--- src/rtl/lte_sym_framer_pkg.sv ---
// Shared constants for the LTE OFDM symbol framer: FFT-size encodings,
// base cyclic-prefix lengths at 2048 points, symbols per slot, and the
// framer state type.
package lte_sym_framer_pkg;

  // FFT_num encodings
  localparam logic [1:0] FFT_2048 = 2'd0;
  localparam logic [1:0] FFT_1536 = 2'd1;
  localparam logic [1:0] FFT_1024 = 2'd2;
  localparam logic [1:0] FFT_512  = 2'd3;

  // Lengths at 2048 points; other sizes are derived by scaling
  localparam logic [11:0] N_2048        = 12'd2048;
  localparam logic [11:0] CP0_NORM_2048 = 12'd160;
  localparam logic [11:0] CP_NORM_2048  = 12'd144;
  localparam logic [11:0] CP_EXT_2048   = 12'd512;

  // Symbols per 0.5 ms slot
  localparam logic [2:0] SYMS_NORM = 3'd7;
  localparam logic [2:0] SYMS_EXT  = 3'd6;

  typedef enum logic {
    ST_IDLE = 1'b0,
    ST_RUN  = 1'b1
  } state_t;

  // Index of the final symbol of a slot for the given CP type
  function automatic logic [2:0] last_sym(input logic cp_type);
    return cp_type ? (SYMS_EXT - 3'd1) : (SYMS_NORM - 3'd1);
  endfunction

endpackage

--- src/rtl/lte_cp_len_lut.sv ---
// Combinational symbol-length table: (FFT size, CP type, symbol index)
// -> N + CP in samples. Lengths are built at 2048 points and scaled by
// shift-add (3/4 = 1/2 + 1/4, 1/2, 1/4); every base length is a multiple
// of 4 so the shifts are exact.
module lte_cp_len_lut
  import lte_sym_framer_pkg::*;
(
  input  logic [1:0]  fft_num,
  input  logic        cp_type,
  input  logic [2:0]  sym,
  output logic [11:0] sym_len
);

  logic [11:0] base_len;

  // Pick the 2048-point length, then scale it to the configured FFT size
  always_comb begin
    base_len = N_2048 + (cp_type ? CP_EXT_2048 :
                         ((sym == 3'd0) ? CP0_NORM_2048 : CP_NORM_2048));
    case (fft_num)
      FFT_1536: sym_len = (base_len >> 1) + (base_len >> 2);
      FFT_1024: sym_len = base_len >> 1;
      FFT_512:  sym_len = base_len >> 2;
      default:  sym_len = base_len;
    endcase
  end

endmodule

--- src/rtl/lte_sym_framer.sv ---
// OFDM symbol framer for the LTE FFT path. Tags the first sample of each
// symbol (Dout_h) and slot (Dout_s), flywheels through missing slot syncs
// and re-aligns on misplaced ones (Sync_err). All outputs are registered.
// Optional feature macro: LTE_FRAMER_ERR_CNT_EN adds the 8-bit saturating
// Err_cnt output.
module lte_sym_framer
  import lte_sym_framer_pkg::*;
#(
  parameter int BIT_WIDTH = 16
) (
  input  logic                 Clk,
  input  logic                 Reset,
  input  logic [1:0]           FFT_num,
  input  logic                 CP_type,
  input  logic [BIT_WIDTH-1:0] Din_i,
  input  logic [BIT_WIDTH-1:0] Din_q,
  input  logic                 Din_v,
  input  logic                 Slot_sync,
  output logic [BIT_WIDTH-1:0] Dout_i,
  output logic [BIT_WIDTH-1:0] Dout_q,
  output logic                 Dout_h,
  output logic                 Dout_s,
  output logic                 Dout_v,
  output logic [2:0]           Sym_idx,
  output logic                 Locked,
  output logic                 Sync_err
`ifdef LTE_FRAMER_ERR_CNT_EN
  ,
  output logic [7:0]           Err_cnt
`endif
);

  state_t state_q, state_d;
  // 12 bits so the 2560-sample extended-CP symbol fits
  logic [11:0] smp_q, smp_d;
  logic [2:0]  sym_q, sym_d;
  logic [1:0]  fft_q, fft_d;
  logic        cp_q, cp_d;
  logic [11:0] sym_len_q, sym_len_d;
  logic        locked_q, locked_d;

  logic signed [BIT_WIDTH-1:0] dout_i_q, dout_i_d;
  logic signed [BIT_WIDTH-1:0] dout_q_q, dout_q_d;
  logic        dout_h_q, dout_h_d;
  logic        dout_s_q, dout_s_d;
  logic        dout_v_q, dout_v_d;
  logic [2:0]  sym_idx_q, sym_idx_d;
  logic        sync_err_q, sync_err_d;

  logic        end_sym, end_slot, restart, flag_en;
  logic [11:0] lut_len;

  // Length of the symbol that the post-update counters point at
  lte_cp_len_lut u_cp_len_lut (
    .fft_num (fft_d),
    .cp_type (cp_d),
    .sym     (sym_d),
    .sym_len (lut_len)
  );

  // Framing FSM, counters and output flags
  always_comb begin
    state_d    = state_q;
    smp_d      = smp_q;
    sym_d      = sym_q;
    fft_d      = fft_q;
    cp_d       = cp_q;
    locked_d   = locked_q;
    sync_err_d = 1'b0;
    restart    = 1'b0;
    flag_en    = 1'b0;

    end_sym  = (smp_q == sym_len_q - 12'd1);
    end_slot = end_sym && (sym_q == last_sym(cp_q));

    if (Din_v) begin
      case (state_q)
        ST_IDLE: begin
          if (Slot_sync) begin
            state_d  = ST_RUN;
            locked_d = 1'b1;
            restart  = 1'b1;
            flag_en  = 1'b1;
          end
        end
        ST_RUN: begin
          flag_en = 1'b1;
          if (Slot_sync) begin
            // A sync is only expected on the sample following a slot end
            restart    = 1'b1;
            sync_err_d = !end_slot;
          end else if (end_slot) begin
            // Flywheel slot boundary: behaves like an expected sync
            restart = 1'b1;
          end else if (end_sym) begin
            smp_d = 12'd0;
            sym_d = sym_q + 3'd1;
          end else begin
            smp_d = smp_q + 12'd1;
          end
        end
        default: ;
      endcase

      if (restart) begin
        smp_d = 12'd0;
        sym_d = 3'd0;
        fft_d = FFT_num;
        cp_d  = CP_type;
      end
    end

    // Flags use the post-resync count so a resync sample is always tagged
    dout_h_d  = flag_en && (smp_d == 12'd0);
    dout_s_d  = dout_h_d && (sym_d == 3'd0);
    sym_len_d = dout_h_d ? lut_len : sym_len_q;
    sym_idx_d = sym_d;
    dout_v_d  = Din_v;
    dout_i_d  = Din_i;
    dout_q_d  = Din_q;
  end

  // State, counter and output registers
  always_ff @(posedge Clk) begin
    if (Reset) begin
      state_q    <= ST_IDLE;
      smp_q      <= 12'd0;
      sym_q      <= 3'd0;
      fft_q      <= FFT_2048;
      cp_q       <= 1'b0;
      sym_len_q  <= 12'd0;
      locked_q   <= 1'b0;
      dout_i_q   <= '0;
      dout_q_q   <= '0;
      dout_h_q   <= 1'b0;
      dout_s_q   <= 1'b0;
      dout_v_q   <= 1'b0;
      sym_idx_q  <= 3'd0;
      sync_err_q <= 1'b0;
    end else begin
      state_q    <= state_d;
      smp_q      <= smp_d;
      sym_q      <= sym_d;
      fft_q      <= fft_d;
      cp_q       <= cp_d;
      sym_len_q  <= sym_len_d;
      locked_q   <= locked_d;
      dout_i_q   <= dout_i_d;
      dout_q_q   <= dout_q_d;
      dout_h_q   <= dout_h_d;
      dout_s_q   <= dout_s_d;
      dout_v_q   <= dout_v_d;
      sym_idx_q  <= sym_idx_d;
      sync_err_q <= sync_err_d;
    end
  end

`ifdef LTE_FRAMER_ERR_CNT_EN
  logic [7:0] err_cnt_q, err_cnt_d;

  // Saturating count of misplaced syncs
  always_comb begin
    err_cnt_d = err_cnt_q;
    if (sync_err_d && (err_cnt_q != 8'hFF)) err_cnt_d = err_cnt_q + 8'd1;
  end

  // Error counter register, cleared only by reset
  always_ff @(posedge Clk) begin
    if (Reset) err_cnt_q <= 8'd0;
    else       err_cnt_q <= err_cnt_d;
  end

  assign Err_cnt = err_cnt_q;
`endif

  assign Dout_i   = dout_i_q;
  assign Dout_q   = dout_q_q;
  assign Dout_h   = dout_h_q;
  assign Dout_s   = dout_s_q;
  assign Dout_v   = dout_v_q;
  assign Sym_idx  = sym_idx_q;
  assign Locked   = locked_q;
  assign Sync_err = sync_err_q;

endmodule

--- config.mk ---
export PLATFORM = sky130hd
export DESIGN_NAME = lte_sym_framer
export DESIGN_NICKNAME = d
export VERILOG_FILES = /design/src/rtl/lte_sym_framer_pkg.sv /design/src/rtl/lte_cp_len_lut.sv /design/src/rtl/lte_sym_framer.sv
export SDC_FILE = /design/constraint.sdc
export NUM_CORES = 1
export LEC_CHECK = 0
export CAP_MARGIN = 10
export CELL_PAD_IN_SITES_DETAIL_PLACEMENT = 1
export CELL_PAD_IN_SITES_GLOBAL_PLACEMENT = 2
export CORE_ASPECT_RATIO = 0.9
export CORE_MARGIN = 2
export CORE_UTILIZATION = 28
export CTS_BUF_LIST = sky130_fd_sc_hd__clkbuf_8
export CTS_CLUSTER_SIZE = 20
export DETAILED_ROUTE_END_ITERATION = 16
export PLACE_DENSITY = 0.9
export REMOVE_ABC_BUFFERS = 1
export SYNTH_ARGS = -nofsm -noshare
export SYNTH_HDL_FRONTEND = slang
export SYNTH_HIERARCHICAL = 1
export SYNTH_SLANG_ARGS = --single-unit
--- constraint.sdc ---
create_clock -name Clk -period 3.73 [get_ports Clk]
set_clock_uncertainty 0.15 [all_clocks]
set_input_delay 0.5595 -clock Clk [delete_from_list [all_inputs] [get_ports Clk]]
set_output_delay 0.5595 -clock Clk [all_outputs]
set_load 0.1 [all_outputs]
==> impl_metrics.tcl <==
set metrics [dict create \
    final_cells 700 \
    outcome "finished, violations left" \
    grt_pass1_wl_mm 19.3 \
    path_class "reg -> reg" \
    finalWirelength_mm 12.2 \
    endpoint "sym_len_q[6]" \
    multiInputGateArea_um2 2270 \
    violations "setup timing" \
    reg2reg_slack_ns -0.38 \
    setup_viol 14 \
    numCtsBuffers 9 \
    hold_violations 0 \
    synth_edf_count 0 \
    ys_ff_latch 68 \
    routed.top_layer "met4" \
    synth_ff_type "dfxtp_1" \
    synth_top_area_share_pct 38.1 \
    drive_gt1_share_pct 25.4 \
    via_count 3522 \
    numPlacedInstances 668 \
    synth_area_um2 3570 \
    rr_worst_depth 17 \
    grt_pass1_vias 3830 \
    avgRoutedWirePerCell_um 17.5 \
    syn_avg_cell_area_um2 8.97 \
    fillCellCount 1472 \
    drtAntennaViolNets 0 \
    period_needed_ns 4.11 \
    pre_cts_ws_ns -0.408 \
    critPathBufInv 1 \
    hpwl_mm 8.35 \
    reg2reg_to "sym_len_q[6]" \
    wl_met2_mm 6.05 \
    seq_area_um2 1360 \
    dieWidth_um 123 \
    placed_area_um2 4840 \
    wl_met1_mm 5.02 \
    cts-htree-levels 3 \
    hold_slack_ns 0.330 \
    via_per_inst 5.03 \
    async_reset_ff_share_pct 0 \
    cpLargestDelayFamily "simple AND/OR/NAND/NOR gates" \
    slew_headroom_pct 32.0 \
    initial_core_util_pct 28.4 \
    tightestPinTransition_ns 1.02 \
    drv_cap 0 \
    drcViolationCount 0 \
    clk_pin_slew_ns 0.09 \
    tns_ns -2.07 \
    drtIter0Drc 168 \
    ys_warn_count 6 \
    wl_met3_um 871 \
    crit_chain "or4_4, or4_4, a2111oi_4, o2111ai_4, buf_6, nor3_4, nand3_2, o21ai_2, a21oi_2, or3_4, nor2_4, ha_2, nor2b_1, o21bai_1, a21oi_1, nand2b_1, mux2i_1" \
    slowest_delay_ns 0.53 \
    synth_area_leaders "dfxtp_1 38%, nor2b_1 7.7%, nand2b_1 5.3%" \
    ys_seq_area_share_pct 38.1 \
    fin_crit_sh_pct 110 \
    reg2reg_from "sym_len_q[5]" \
    clockBufferDepth 2 \
    clock_latency_ns 0.37 \
    irDropWorstVdd_mv 0.243 \
    powerDensity_nw_per_um2 378 \
    clock.fmax_mhz 244 \
    grt_max_degree 36 \
    cp-end-kind "flip-flop" \
    first_pass_iters 4 \
    cp.arrival_ns 4.21 \
    nets 579 \
    min-delay-path-class "reg -> reg" \
    cp.required_ns 3.83 \
    setup.worst_path.start "sym_len_q[5]" \
    cp_slowest_cell "or4_4" \
    rows 39 \
    overflow 0 \
    cts_tree "yes" \
    rsz0062_at_grt "yes" \
    grt.total_usage_pct 18.2 \
    die_area_um2 13700 \
    antenna_found_initial 0 \
    p_leak_nw 2.08 \
    clockRootBuffer "clkbuf_8" \
    clock-sinks 68 \
    final_area_um2 5490 \
    slew_viol_final 0 \
    diodes 0 \
    crit_fanout 4 \
    path_common_cell "or4_4" \
    netlist_instances 398 \
    portBuffers 78 \
    final.setup.worst_slack_ns -0.375 \
    die_y_um 111 \
    cp-start-kind "flip-flop" \
    holdBufCountCts 0 \
    place_congestion 0.847 \
    synth_cell_types 64 \
    yosysTopAreaCell "dfxtp_1" \
    area_delta_synth_final_pct 53.8 \
    worst-path-stages 17 \
    core-area_um2 12600 \
    num_io_pins 79 \
]
## report_power, final
group | total (W) | switching [W] | internal, W
clock network | 0.000793 | 0.000322 | 0.000471
registers | 0.000766 | 0.0000112 | 0.000755
logic | 0.000516 | 0.000321 | 0.000195
## cells by family after synthesis
logic type | Yosys count | synth area share, %
muxes | 18 | 5.15
and+or+nand+nor | 186 | 30.8
adders and majority gates | 9 | 3.15
DFF | 68 | 38.1
buffers and inverters | 32 | 4.45
xor gates and xnor gates | 12 | 2.94
other | 1 | 0.105
AOI/OAI and AO/OA | 72 | 15.2
## placed cells by master (no fill, tap or decap), types with 4 or more instances in the layout
cell type / count
clkdlybuf4s50_1: 77
dfxtp_1: 67
buf_4: 56
nor2b_1: 43
nand2b_1: 29
nor2_1: 27
nand2_1: 16
mux2i_1: 15
a21oi_1: 11
nor3_1: 11
xnor2_1: 10
clkbuf_8: 10
buf_6: 8
o21ai_0: 7
nand3_1: 7
nand3b_1: 5
and2_1: 5
a31oi_1: 5
ha_1: 5
inv_1: 4
nand4_1: 4
a21oi_2: 4
## sequential cells by signal (all words and copies together), names as in the netlist
| name | cells |
|---|---|
| fft_q | 2 |
| Dout_s | 1 |
| Dout_h | 1 |
| state_q | 1 |
| Dout_q | 16 |
| cp_q | 1 |
| sym_len_q | 12 |
| Dout_v | 1 |
| Locked | 1 |
| Dout_i | 16 |
| smp_q | 12 |
| Sync_err | 1 |
| Sym_idx | 3 |
## Yosys cell counts, types with 3 or more instances
cell	n
nand3b_1	5
nor4_1	4
nor3b_1	4
a21oi_1	15
and3_1	3
xnor2_1	10
clkbuf_1	20
o31ai_1	6
mux2_2	3
ha_1	9
o21ai_0	11
nor2_1	30
or2_2	3
nand3_1	9
and2_1	5
a31oi_1	5
dfxtp_1	68
a21o_1	3
nand2_1	16
nor3_1	12
or3_1	3
nor4b_1	3
mux2i_1	15
inv_1	7
nand4_1	4
nand2b_1	30
a211oi_1	4
nor2b_1	44
## final cells by class
| cell class | count | area share, % |
|---|---|---|
| multi-input combinational | 299 | 41.4 |
| clock inverter | 6 | 2.16 |
| tap | 164 | 3.74 |
| inverter | 7 | 0.615 |
| timing repair buffer | 146 | 24.7 |
| sequential | 68 | 24.8 |
| clock buffer | 10 | 2.51 |
## worst min-delay path by stage
stage	depth (start not counted)	from	end	slack, ns
2_1_floorplan	2	sym_len_q[11]	sym_len_q[11]	0.31
3_3_place_gp	2	Locked	Locked	0.30
3_5_place_dp	2	Locked	Locked	0.32
4_1_cts	2	Locked	Locked	0.34
5_1_grt	2	Locked	Locked	0.39
6_report	2	Locked	Locked	0.33
## metal layers
metal  track usage (%)  vias to the layer above
met5                 0                        -
met4              7.88                        0
met3              5.76                       25
met2              30.3                      114
met1              21.1                     1717
li1                  -                     1666
## worst register-to-register path, cell delays in order (launching register included)
cell and delay (ns):
dfxtp_2 0.32, or4_4 0.53, or4_4 0.51, a2111oi_4 0.38
o2111ai_4 0.19, buf_6 0.17, nor3_4 0.18, nand3_2 0.14
o21ai_2 0.16, a21oi_2 0.11, or3_4 0.45, nor2_4 0.11
ha_2 0.19, nor2b_1 0.05, o21bai_1 0.14, a21oi_1 0.08
nand2b_1 0.07, mux2i_1 0.06
## timing repair
item | CTS | global route
gates cloned | 2 | 0
resized for setup | 35 | 27
buffers inserted | 10 | 5
pin swaps | 11 | 4
setup endpoints to repair | 14 | 14
## through the flow
| stage | total power (W) | utilization (%) |
|---|---|---|
| 6_report | 0.00207 | 43.6 |
| 5_1_grt | 0.00215 | 43.6 |
| 4_1_cts | 0.00208 | 42.3 |
| 3_5_place_dp | 0.00126 | 38.4 |
| 3_3_place_gp | 0.00124 | 38.4 |
| 2_1_floorplan | 0.00107 | - |
No activity file was read; power rests on OpenSTA's default activity.
